File: config.mk
export PLATFORM = sky130hd
export DESIGN_NAME = cnoc_portal_mux
export DESIGN_NICKNAME = d
export VERILOG_FILES = /design/src/rtl/cnoc_pkg.sv /design/src/rtl/cnoc_msg_fifo.sv /design/src/rtl/cnoc_portal_mux.sv
export SDC_FILE = /design/constraint.sdc
export NUM_CORES = 1
export LEC_CHECK = 0
export CORE_MARGIN = 8
export CORE_UTILIZATION = 55
export DETAILED_ROUTE_END_ITERATION = 16
export GPL_TIMING_DRIVEN = 0
export PLACE_DENSITY = 0.92
export SLEW_MARGIN = 20
export SYNTH_ARGS = -nofsm -noshare
export SYNTH_HDL_FRONTEND = slang
export SYNTH_HIERARCHICAL = 1
export SYNTH_SLANG_ARGS = --single-unit
export TNS_END_PERCENT = 5
File: constraint.sdc
create_clock -name CLK -period 7.05 [get_ports CLK]
set_input_delay 1.7625 -clock CLK [delete_from_list [all_inputs] [get_ports CLK]]
set_output_delay 1.7625 -clock CLK [all_outputs]
set_load 0.05 [all_outputs]
File: src/rtl/cnoc_pkg.sv
// Shared definitions for the CNOC portal mux: header field layout, FSM state
// encodings and a constant-foldable clog2 helper.
package cnoc_pkg;

  localparam int HDR_CNT_LSB = 0;
  localparam int HDR_CNT_W   = 16;
  localparam int HDR_MTH_LSB = 16;

  typedef enum logic {
    S_IDLE = 1'b0,
    S_BODY = 1'b1
  } ser_state_e;

  typedef enum logic {
    R_HDR  = 1'b0,
    R_BODY = 1'b1
  } des_state_e;

  function automatic int clog2(input int value);
    int r;
    r = 0;
    while ((1 << r) < value) r++;
    return r;
  endfunction

endpackage

File: src/rtl/cnoc_msg_fifo.sv
// Output word FIFO for the serialized indication stream; head word is visible
// combinationally and fullness is judged before any same-cycle pop.
module cnoc_msg_fifo
  import cnoc_pkg::*;
#(
  parameter int WORD_W    = 32,
  parameter int OUT_DEPTH = 4
) (
  input  logic              clk_i,
  input  logic              rst_i,
  input  logic              enq_i,
  input  logic [WORD_W-1:0] enq_data_i,
  input  logic              deq_i,
  output logic [WORD_W-1:0] head_o,
  output logic              valid_o,
  output logic              full_o
);

  localparam int AW = clog2(OUT_DEPTH);

  logic [WORD_W-1:0] mem_q [OUT_DEPTH];
  logic [AW-1:0]     wr_ptr_q, wr_ptr_d;
  logic [AW-1:0]     rd_ptr_q, rd_ptr_d;
  logic [AW:0]       count_q, count_d;
  logic              do_enq, do_deq;

  assign full_o  = (count_q == (AW+1)'(OUT_DEPTH));
  assign valid_o = (count_q != '0);
  assign do_enq  = enq_i && !full_o;
  assign do_deq  = deq_i && valid_o;
  assign head_o  = mem_q[rd_ptr_q];

  always_comb begin
    wr_ptr_d = wr_ptr_q;
    rd_ptr_d = rd_ptr_q;
    count_d  = count_q;
    if (do_enq) wr_ptr_d = wr_ptr_q + 1'b1;
    if (do_deq) rd_ptr_d = rd_ptr_q + 1'b1;
    case ({do_enq, do_deq})
      2'b10:   count_d = count_q + 1'b1;
      2'b01:   count_d = count_q - 1'b1;
      default: count_d = count_q;
    endcase
  end

  // NOTE: the storage array has no reset; validity is carried entirely by the count.
  always_ff @(posedge clk_i) begin
    if (do_enq) mem_q[wr_ptr_q] <= enq_data_i;
  end

  always_ff @(posedge clk_i) begin
    if (rst_i) begin
      wr_ptr_q <= '0;
      rd_ptr_q <= '0;
      count_q  <= '0;
    end else begin
      wr_ptr_q <= wr_ptr_d;
      rd_ptr_q <= rd_ptr_d;
      count_q  <= count_d;
    end
  end

endmodule

File: src/rtl/cnoc_portal_mux.sv
// Portal mux: serializes indication channels into one word stream and routes an
// inbound word stream to request channels. Define CNOC_RR_ARB_EN for round-robin grant.
module cnoc_portal_mux
  import cnoc_pkg::*;
#(
  parameter int WORD_W    = 32,
  parameter int NUM_IND   = 2,
  parameter int NUM_REQ   = 3,
  parameter int OUT_DEPTH = 4
) (
  input  logic                      CLK,
  input  logic                      RST,
  input  logic [NUM_IND*WORD_W-1:0] ind_first,
  input  logic [NUM_IND-1:0]        ind_not_empty,
  input  logic [NUM_IND*16-1:0]     ind_size,
  output logic [NUM_IND-1:0]        ind_deq,
  output logic [WORD_W-1:0]         msg_out_data,
  output logic                      msg_out_valid,
  input  logic                      msg_out_deq,
  output logic                      intr,
  input  logic [WORD_W-1:0]         req_in_data,
  input  logic                      req_in_en,
  output logic                      req_in_rdy,
  output logic [WORD_W-1:0]         req_enq_v,
  output logic [NUM_REQ-1:0]        req_enq,
  input  logic [NUM_REQ-1:0]        req_rdy,
  output logic [15:0]               req_drop_cnt
);

  localparam int          IND_IW   = (NUM_IND > 1) ? clog2(NUM_IND) : 1;
  localparam int          REQ_IW   = (NUM_REQ > 1) ? clog2(NUM_REQ) : 1;
  localparam int          MTH_W    = WORD_W - HDR_MTH_LSB;
  localparam logic [15:0] WORD_W16 = 16'(WORD_W);

  // ---------------- indication serializer ----------------
  ser_state_e             ser_state_q, ser_state_d;
  logic [IND_IW-1:0]      ser_ch_q, ser_ch_d;
  logic [HDR_CNT_W-1:0]   ser_cnt_q, ser_cnt_d;
  logic                   grant_vld;
  logic [IND_IW-1:0]      grant_idx;
  logic [15:0]            grant_size, grant_nw;
  logic                   fifo_enq, fifo_full;
  logic [WORD_W-1:0]      fifo_wdata;

`ifdef CNOC_RR_ARB_EN
  logic [IND_IW-1:0] rr_ptr_q, rr_c;
  logic              hdr_grant;

  // Walk the search order backwards so the first requester after the pointer wins.
  always_comb begin
    grant_vld = |ind_not_empty;
    grant_idx = '0;
    rr_c      = '0;
    for (int k = NUM_IND - 1; k >= 0; k--) begin
      rr_c = IND_IW'((int'(rr_ptr_q) + 1 + k) % NUM_IND);
      if (ind_not_empty[rr_c]) grant_idx = rr_c;
    end
  end

  assign hdr_grant = fifo_enq && (ser_state_q == S_IDLE);

  always_ff @(posedge CLK) begin
    if (RST)            rr_ptr_q <= '0;
    else if (hdr_grant) rr_ptr_q <= grant_idx;
  end
`else
  always_comb begin
    grant_vld = |ind_not_empty;
    grant_idx = '0;
    for (int i = NUM_IND - 1; i >= 0; i--) begin
      if (ind_not_empty[i]) grant_idx = IND_IW'(i);
    end
  end
`endif

  assign grant_size = ind_size[grant_idx*16 +: 16];
  assign grant_nw   = (grant_size / WORD_W16) + {15'd0, |(grant_size % WORD_W16)};

  // NOTE: every combinational output gets a default first so no path can infer a latch.
  always_comb begin
    ser_state_d = ser_state_q;
    ser_ch_d    = ser_ch_q;
    ser_cnt_d   = ser_cnt_q;
    fifo_enq    = 1'b0;
    fifo_wdata  = '0;
    ind_deq     = '0;
    if (!RST) begin
      case (ser_state_q)
        S_IDLE: begin
          if (!fifo_full && grant_vld) begin
            fifo_enq   = 1'b1;
            fifo_wdata = {MTH_W'(grant_idx), grant_nw + 16'd1};
            ser_ch_d   = grant_idx;
            ser_cnt_d  = grant_nw;
            if (grant_nw != '0) ser_state_d = S_BODY;
          end
        end
        S_BODY: begin
          if (!fifo_full && ind_not_empty[ser_ch_q]) begin
            fifo_enq          = 1'b1;
            fifo_wdata        = ind_first[ser_ch_q*WORD_W +: WORD_W];
            ind_deq[ser_ch_q] = 1'b1;
            ser_cnt_d         = ser_cnt_q - 16'd1;
            if (ser_cnt_q == 16'd1) ser_state_d = S_IDLE;
          end
        end
        default: ser_state_d = S_IDLE;
      endcase
    end
  end

  // NOTE: state registers use non-blocking assignment so all flops update from pre-edge values.
  always_ff @(posedge CLK) begin
    if (RST) begin
      ser_state_q <= S_IDLE;
      ser_ch_q    <= '0;
      ser_cnt_q   <= '0;
    end else begin
      ser_state_q <= ser_state_d;
      ser_ch_q    <= ser_ch_d;
      ser_cnt_q   <= ser_cnt_d;
    end
  end

  cnoc_msg_fifo #(
    .WORD_W   (WORD_W),
    .OUT_DEPTH(OUT_DEPTH)
  ) u_out_fifo (
    .clk_i     (CLK),
    .rst_i     (RST),
    .enq_i     (fifo_enq),
    .enq_data_i(fifo_wdata),
    .deq_i     (msg_out_deq),
    .head_o    (msg_out_data),
    .valid_o   (msg_out_valid),
    .full_o    (fifo_full)
  );

  assign intr = msg_out_valid;

  // ---------------- request deserializer ----------------
  des_state_e           des_state_q, des_state_d;
  logic [MTH_W-1:0]     des_mth_q, des_mth_d;
  logic [HDR_CNT_W-1:0] des_cnt_q, des_cnt_d;
  logic [15:0]          drop_q, drop_d;
  logic [HDR_CNT_W-1:0] in_cnt;
  logic [MTH_W-1:0]     in_mth;
  logic                 des_hit;
  logic [REQ_IW-1:0]    des_ch;

  assign in_cnt    = req_in_data[HDR_CNT_LSB +: HDR_CNT_W];
  assign in_mth    = req_in_data[HDR_MTH_LSB +: MTH_W];
  assign des_hit   = (des_mth_q < MTH_W'(NUM_REQ));
  assign des_ch    = des_mth_q[REQ_IW-1:0];
  assign req_enq_v = req_in_data;

  always_comb begin
    des_state_d = des_state_q;
    des_mth_d   = des_mth_q;
    des_cnt_d   = des_cnt_q;
    drop_d      = drop_q;
    req_in_rdy  = 1'b0;
    req_enq     = '0;
    case (des_state_q)
      R_HDR: begin
        req_in_rdy = 1'b1;
        if (req_in_en) begin
          des_mth_d = in_mth;
          // A zero count still means the header itself, so no body follows.
          des_cnt_d = (in_cnt == '0) ? '0 : in_cnt - 16'd1;
          if (in_cnt > 16'd1) des_state_d = R_BODY;
        end
      end
      R_BODY: begin
        req_in_rdy = des_hit ? req_rdy[des_ch] : 1'b1;
        if (req_in_en && req_in_rdy) begin
          if (des_hit)                 req_enq[des_ch] = 1'b1;
          else if (drop_q != 16'hFFFF) drop_d = drop_q + 16'd1;
          des_cnt_d = des_cnt_q - 16'd1;
          if (des_cnt_q == 16'd1) des_state_d = R_HDR;
        end
      end
      default: des_state_d = R_HDR;
    endcase
    if (RST) req_enq = '0;
  end

  always_ff @(posedge CLK) begin
    if (RST) begin
      des_state_q <= R_HDR;
      des_mth_q   <= '0;
      des_cnt_q   <= '0;
      drop_q      <= '0;
    end else begin
      des_state_q <= des_state_d;
      des_mth_q   <= des_mth_d;
      des_cnt_q   <= des_cnt_d;
      drop_q      <= drop_d;
    end
  end

  assign req_drop_cnt = drop_q;

endmodule

==> metrics.md, run 1 <==
| Metric | Value |
|---|---|
| Nets | `1312` |
| Status | `completed` |
| Unrepaired setup endpoints after global routing | `no` |
| Clk_lat worst skew | `0.49 ns` |
| Rows | `49` |
| Final Core Density | `0.744` |
| Multi-input gate area | `0.00428 mm²` |
| WP data arrival | `4.82 ns` |
| Critical path peak fanout | `10` |
| Placer Congestion | `0.923` |
| Post-synth top flop | `edfxtp_1` |
| Post-CTS Resized | `0` |
| Number of setup buffers added after CTS | `0` |
| Post-CTS Hold Buffers | `0` |
| Initial antenna violation count | `0` |
| CP Capture Type | `output port` |
| Antenna Cells | `0` |
| Worst clock skew | `0.0152 ns` |
| Critical path class | `in2out` |
| Total track usage | `0.227` |
| Chip width | `152 µm` |
| Vias in the first global route | `8318` |
| Global-route wire length before repair | `43.1 mm` |
| Async SR Flop Fraction | `0` |
| Reg clk slew, reported paths | `0.05 ns` |
| Die Area | `0.0231 mm²` |
| Max_slew headroom | `0.310` |
| DP Wirelength | `20.1 mm` |
| Number of flops mapped to enable cells by yosys | `128` |
| Hold Crit Start | `des_mth_q[12]$_SDFFE_PP0P_` |
| R2R depth | `14` |
| Yosys reg bits | `204` |
| Synth Net Count | `1062` |
| Least-Margin Pin Slew | `1.03 ns` |
| Max VDD drop | `187 µV` |
| Vias/cell | `5.85` |
| Port-buffer cells | `223` |
| Syn Inst Count | `907` |
| Pwr Density | `301 mW/mm²` |
| Storage element area | `0.00537 mm²` |
| Initial drt markers | `700` |
| Synth Cell Area | `0.0102 mm²` |
| Hold WC Path Type | `reg2reg` |
| Startpoint types | `input port` |
| H-tree depth reported by CTS | `1` |
| Reg2reg setup slack | `3.67 ns` |
| Required time of the critical path | `5.29 ns` |
| Area Growth Syn to Fin | `31.9%` |
| Post-route minimum period | `6.58 ns` |
| Synthesis Warnings | `6` |
| Share of layout cells above drive strength 1 | `0.108` |
| Reg2reg end | `u_out_fifo/count_q[2]$_SDFFE_PP0P_` |
| Yosys cell types | `77` |
| FF-to-FF Start | `u_out_fifo/count_q[2]$_SDFFE_PP0P_` |
| TNS Setup | `0 ns` |
| DRT Pass-1 Iters | `5` |
| Period utilisation layout | `0.934` |
| Total I/O pin count | `225` |
| Drt wl/cell | `19.3 µm` |
| Final setup vio count | `0` |
| FMAX | `152 MHz` |
| Sequential share of the synthesized area | `0.526` |
| Via count | `8194` |
| Core footprint | `0.0181 mm²` |
| Die Y | `152 µm` |
| Routed Antenna Nets | `0` |
| Total gr overflow | `0` |
| CTS tree | `built` |
| LEAKAGE | `4.69 nW` |
| Final Hold Fails | `0` |
| Fillers | `1182` |
| Pin count of the biggest net entering global routing | `28` |
| CTS buffer count | `21` |
| Max-slew violations | `0` |
| DRC violations left | `0` |
| Max Cap Violations | `0` |
| Post-Route WL | `27.0 mm` |
| Hold depth | `2` |
| Hold path endpoint | `des_mth_q[12]$_SDFFE_PP0P_` |
| Avg Inst Size Synth | `11.2 µm²` |
| Sink Count | `204` |
| Longest Clk Path Bufs | `3` |
| Root Buffer | `clkbuf_16` |
| Initial Util | `0.564` |
-- per-layer routing --
metal	vias up	track usage	wire [µm]
met3	47	0.0593	2210
met5	-	0	0
li1	3881	-	-
met4	0	0.0552	529
met1	3919	0.269	10700
met2	347	0.404	13600
-- worst max path at each step --
stage / startpoint / end / slack (ns) / cells after the start
2_1_floorplan: req_rdy[2] / req_enq[2] / 1.46 / 5
3_3_place_gp: RST / ind_deq[0] / 0.37 / 5
3_5_place_dp: RST / ind_deq[1] / 0.48 / 5
4_1_cts: RST / ind_deq[1] / 0.46 / 5
5_1_grt: RST / ind_deq[1] / 0.35 / 5
6_report: RST / ind_deq[1] / 0.47 / 5
-- cells by family after synthesis --
logic type,synth area share
flip-flops,0.526
adder cells (fa/ha/maj),0.0228
buffers and inverters,0.0546
AND/OR/NAND/NOR,0.152
multiplexers,0.0909
XOR/XNOR,0.0362
AO/OA/AOI/OAI,0.117
-- layout make-up --
class / count / share of cell area
Inverter: 23 / 0.00642
Tap cell: 229 / 0.0213
Clock inverter: 9 / 0.00391
Timing Repair Buffer: 227 / 0.174
Multi-Input combinational cell: 609 / 0.318
Buffer: 71 / 0.0350
Clock buffer: 28 / 0.0426
Sequential cell: 204 / 0.399
-- cell usage in the layout (no fill, tap or decap), types with 5 or more instances in the layout --
cell type	count
edfxtp_1	128
nand2b_1	9
or3_1	14
ha_1	17
o32ai_1	5
a22o_1	19
xnor2_1	21
a22oi_1	18
nor4_1	14
a21oi_1	49
mux4_2	30
nor3b_1	5
o22ai_1	6
buf_4	34
nand4_1	9
mux2i_1	14
nor3_1	28
o211ai_1	5
or4_1	8
o21ai_0	39
clkdlybuf4s50_1	223
inv_1	22
xor2_1	18
dfxtp_1	76
clkbuf_1	30
nand2_1	104
a211oi_1	6
nor2_1	76
nand3_1	24
clkbuf_16	21
-- critical path, cell delays in order --
cell and delay, ns:
clkdlybuf4s50_1 0.59, nand2b_1 0.28, nor3_1 0.84, clkbuf_1 0.44
clkdlybuf4s50_1 0.89
-- cell usage after synthesis, types with 6 or more instances --
library cell / number / share of area
a21oi_1: 49 / 0.024
clkbuf_1: 26 / 0.0096
nor2_1: 76 / 0.028
nand4_1: 9 / 0.0055
a22o_1: 19 / 0.016
ha_1: 17 / 0.021
a22oi_1: 18 / 0.013
or4_1: 8 / 0.0059
nor4_1: 14 / 0.0086
nand2_1: 104 / 0.038
xor2_1: 18 / 0.015
edfxtp_1: 128 / 0.38
o21ai_0: 39 / 0.019
and2_1: 7 / 0.0043
or3_1: 14 / 0.0086
xnor2_1: 21 / 0.018
buf_4: 34 / 0.025
nand2b_1: 9 / 0.0055
mux2i_1: 14 / 0.014
nor3_1: 29 / 0.014
o22ai_1: 6 / 0.0037
nand3_1: 24 / 0.012
mux4_2: 30 / 0.066
inv_1: 22 / 0.0081
a211oi_1: 6 / 0.0044
dfxtp_1: 76 / 0.15
-- power breakdown --
part,switching (mW),total [mW],internal [mW]
clock network,0.432,1.00,0.572
logic,0.928,1.55,0.623
registers,0.0773,1.50,1.42
total,1.44,4.05,2.62
-- state kept, by name, summed over array words and instances, names as in the netlist, named ones only --
name and cells:
des_state_q 1, ser_ch_q 1, u_out_fifo/count_q 3, ser_cnt_q 16, des_cnt_q 16, des_mth_q 16
ser_state_q 1, u_out_fifo/rd_ptr_q 2, u_out_fifo/mem_q 128, req_drop_cnt 16, u_out_fifo/wr_ptr_q 2
-- per-stage QoR --
step / hold WS, ns / power [mW] / setup WS (ns) / cells / instance area [µm²]
floorplan: 0.436 / 2.57 / 1.46 / 907 / 10200
global placement: 0.443 / 3.02 / 0.368 / 1359 / 12700
detailed placement: 0.449 / 3.07 / 0.485 / 1363 / 12800
CTS: 0.457 / 4.07 / 0.459 / 1400 / 13500
global route: 0.482 / 4.23 / 0.349 / 1400 / 13500
finish: 0.454 / 4.05 / 0.468 / 1400 / 13500
Note: power is estimated with default switching activity, not from simulation.
==> inputs of run 2 (changes only) <==
CAP_MARGIN = 10   (was default)
GPL_TIMING_DRIVEN = default   (was 0)
==> run 2 against run 1 <==
Sequential share of layout area is 1.4 points higher. Total power is 0.32% lower. Clock-buffer cell count is 4 higher. Fmax is 13% higher. Critical path depth is 3 higher. Design area is 3.3% lower. Sequential power hardly changed. Critical path type unchanged. Largest power group is now sequential cells. Highest routed layer unchanged.
==> metrics.md, run 2 (same netlist as run 1, synthesis figures left out) <==
| Metric | Value |
|---|---|
| Longest Clk Path Bufs | `3 (unchanged)` |
| Final Hold Fails | `0 (unchanged)` |
| R2R depth | `14 (unchanged)` |
| DRC violations left | `0 (unchanged)` |
| Max VDD drop | `182 µV (-2.8%)` |
| Number of setup buffers added after CTS | `0 (unchanged)` |
| Max Cap Violations | `0 (unchanged)` |
| DRT Pass-1 Iters | `7 (+2)` |
| CP max-delay cell | `clkdlybuf4s50_1` |
| Max_slew headroom | `0.381 (+0.0713)` |
| Status | `completed` |
| Place WS | `1.26 ns (+0.775 ns)` |
| Die Area | `0.0231 mm² (unchanged)` |
| Initial Util | `0.564 (unchanged)` |
| Sink Count | `204 (unchanged)` |
| CTS tree | `built` |
| Hold depth | `2 (unchanged)` |
| FMAX | `172 MHz (+13%)` |
| Top reg by flops | `u_out_fifo/mem_q` |
| Post-route minimum period | `5.82 ns (-0.759 ns)` |
| Hold Crit Start | `des_mth_q[14]$_SDFFE_PP0P_` |
| WP data arrival | `4.06 ns (-0.76 ns)` |
| Total gr overflow | `0 (unchanged)` |
| Clk_lat worst skew | `0.48 ns (about the same)` |
| Core footprint | `0.0181 mm² (unchanged)` |
| Die Y | `152 µm (unchanged)` |
| Cells along the critical path | `clkdlybuf4s50_1 -> mux2i_1 -> o21a_1 -> a21boi_1 -> buf_4 -> nand4b_1 -> nor3b_1 -> clkdlybuf4s50_1` |
| Final setup vio count | `0 (unchanged)` |
| Max-slew violations | `0 (unchanged)` |
| Post-Route WL | `26.7 mm (-1.2%)` |
| Rows | `49 (unchanged)` |
| Critical path peak fanout | `10 (unchanged)` |
| Hold WC Path Type | `reg2reg` |
| Nets | `1250 (-4.7%)` |
| Reg2reg setup slack | `3.59 ns (-0.08 ns)` |
| Period utilisation layout | `0.826 (-0.108)` |
| CP dominant cell by count | `clkdlybuf4s50_1` |
| H-tree depth reported by CTS | `1 (unchanged)` |
| Total track usage | `0.223 (-0.00388)` |
| Pin count of the biggest net entering global routing | `51 (+82%)` |
| Reg clk slew, reported paths | `0.06 ns (about the same)` |
| Via count | `8043 (-1.8%)` |
| Most common cell after layout, fill and taps aside | `clkdlybuf4s50_1` |
| Root Buffer | `clkbuf_16` |
| Final WS setup | `1.23 ns (+0.759 ns)` |
| Initial antenna violation count | `0 (unchanged)` |
| Buffer and inverter count on the worst path | `3 (unchanged)` |
| Unrepaired setup endpoints after global routing | `no` |
| Worst clock skew | `0.0130 ns (-0.00211 ns)` |
| Pwr Density | `310 mW/mm² (+3.0%)` |
| Area Growth Syn to Fin | `27.7%` |
| CTS buffer count | `21 (unchanged)` |
| Reg2reg end | `u_out_fifo/count_q[2]$_SDFFE_PP0P_` |
| Max reg flops | `128 (unchanged)` |
| Final Core Density | `0.720 (-0.0242)` |
| Initial drt markers | `693 (-1.0%)` |
| Startpoint types | `input port` |
| Least-Margin Pin Slew | `0.920 ns (-0.107 ns)` |
| Required time of the critical path | `5.29 ns (about the same)` |
| Drt wl/cell | `20.0 µm (+3.4%)` |
| Vias/cell | `6.01 (+2.7%)` |
| Most frequent cells in the layout | `223 x clkdlybuf4s50_1, 128 x edfxtp_1, 104 x nand2_1` |
| Total I/O pin count | `225 (unchanged)` |
| Port-buffer cells | `224 (+0.45%)` |
| DP Wirelength | `19.0 mm (-5.3%)` |
| Critical path class | `in2out` |
| TNS Setup | `0 ns (unchanged)` |
| CP peak stage delay | `0.84 ns (-0.05 ns)` |
| Post-CTS Resized | `0 (unchanged)` |
| Global-route wire length before repair | `42.5 mm (-1.2%)` |
| Hold path endpoint | `des_mth_q[14]$_SDFFE_PP0P_` |
| Chip width | `152 µm (unchanged)` |
| Antenna Cells | `0 (unchanged)` |
| Cell class contributing the biggest share of worst-path delay | `buffers and inverters` |
| Vias in the first global route | `8256 (-0.75%)` |
| Share of layout cells above drive strength 1 | `0.0830 (-0.0255)` |
| Routed Antenna Nets | `0 (unchanged)` |
| Placer Congestion | `0.966 (+4.6%)` |
| Post-CTS Hold Buffers | `0 (unchanged)` |
| FF-to-FF Start | `u_out_fifo/count_q[2]$_SDFFE_PP0P_` |
| LEAKAGE | `4.48 nW (-4.4%)` |
| CP Capture Type | `output port` |
| Hold slack | `0.455 ns (+0.00123 ns)` |
## run 2: cell count changes in the layout (fill, tap and decap cells not counted), moves of 3 or more
| cell | previous run | this run |
|---|---|---|
| clkbuf_1 | 30 | 4 |
| buf_4 | 34 | 12 |
| and2_1 | 3 | 7 |
| and2_2 | 4 | 0 |
| buf_12 | 4 | 0 |
| buf_16 | 3 | 0 |
| buf_2 | 4 | 1 |
| buf_6 | 3 | 0 |
## run 2: layout make-up
class                           count  area, µm²
Clock buffer                       32        613
Tap cell                          229        287
Clock inverter                      5       51.3
Timing Repair Buffer              236       2330
Inverter                           23       86.3
Fill cell                        1266       5070
Multi-Input combinational cell    609       4280
Sequential cell                   204       5370
## run 2: metrics by stage
step | instance area, µm² | total power, mW | std cells
2_1_floorplan | 10200 | 2.57 | 907
3_3_place_gp | 12300 | 2.95 | 1301
3_5_place_dp | 12300 | 2.99 | 1301
4_1_cts | 13000 | 4.06 | 1338
5_1_grt | 13000 | 4.21 | 1338
6_report | 13000 | 4.04 | 1338
## run 2: where the power goes
part / switching, mW / internal, mW
registers: 0.0879 / 1.42
clock network: 0.426 / 0.635
logic: 0.909 / 0.560
## run 2: worst register-to-register path: stages, from the launching register on
cell and delay, ns:
dfxtp_1 0.39, nor3b_2 0.52, nor2_1 0.11, o21a_1 0.22, a21oi_1 0.54, nor2_1 0.08
inv_1 0.10, nor2_1 0.11, inv_1 0.11, ha_1 0.18, inv_1 0.06, fa_1 0.37
xor2_1 0.16, or3_1 0.30, a21oi_1 0.14
## run 2: worst max path at each step
stage / from / end / slack, ns / depth (start not counted)
floorplan: req_rdy[2] / req_enq[2] / 1.46 / 5
global placement: req_rdy[2] / req_enq[2] / 1.28 / 8
detailed placement: req_rdy[2] / req_enq[1] / 1.26 / 8
CTS: req_rdy[2] / req_enq[2] / 1.24 / 8
global route: req_rdy[2] / req_enq[2] / 1.08 / 8
finish: req_rdy[2] / req_enq[2] / 1.23 / 8
## run 2: metal layers
metal  track usage  routed length [µm]
met1         0.258               10400
met2         0.399               13400
met5             0                   0
met3        0.0545                2160
met4        0.0728                 778
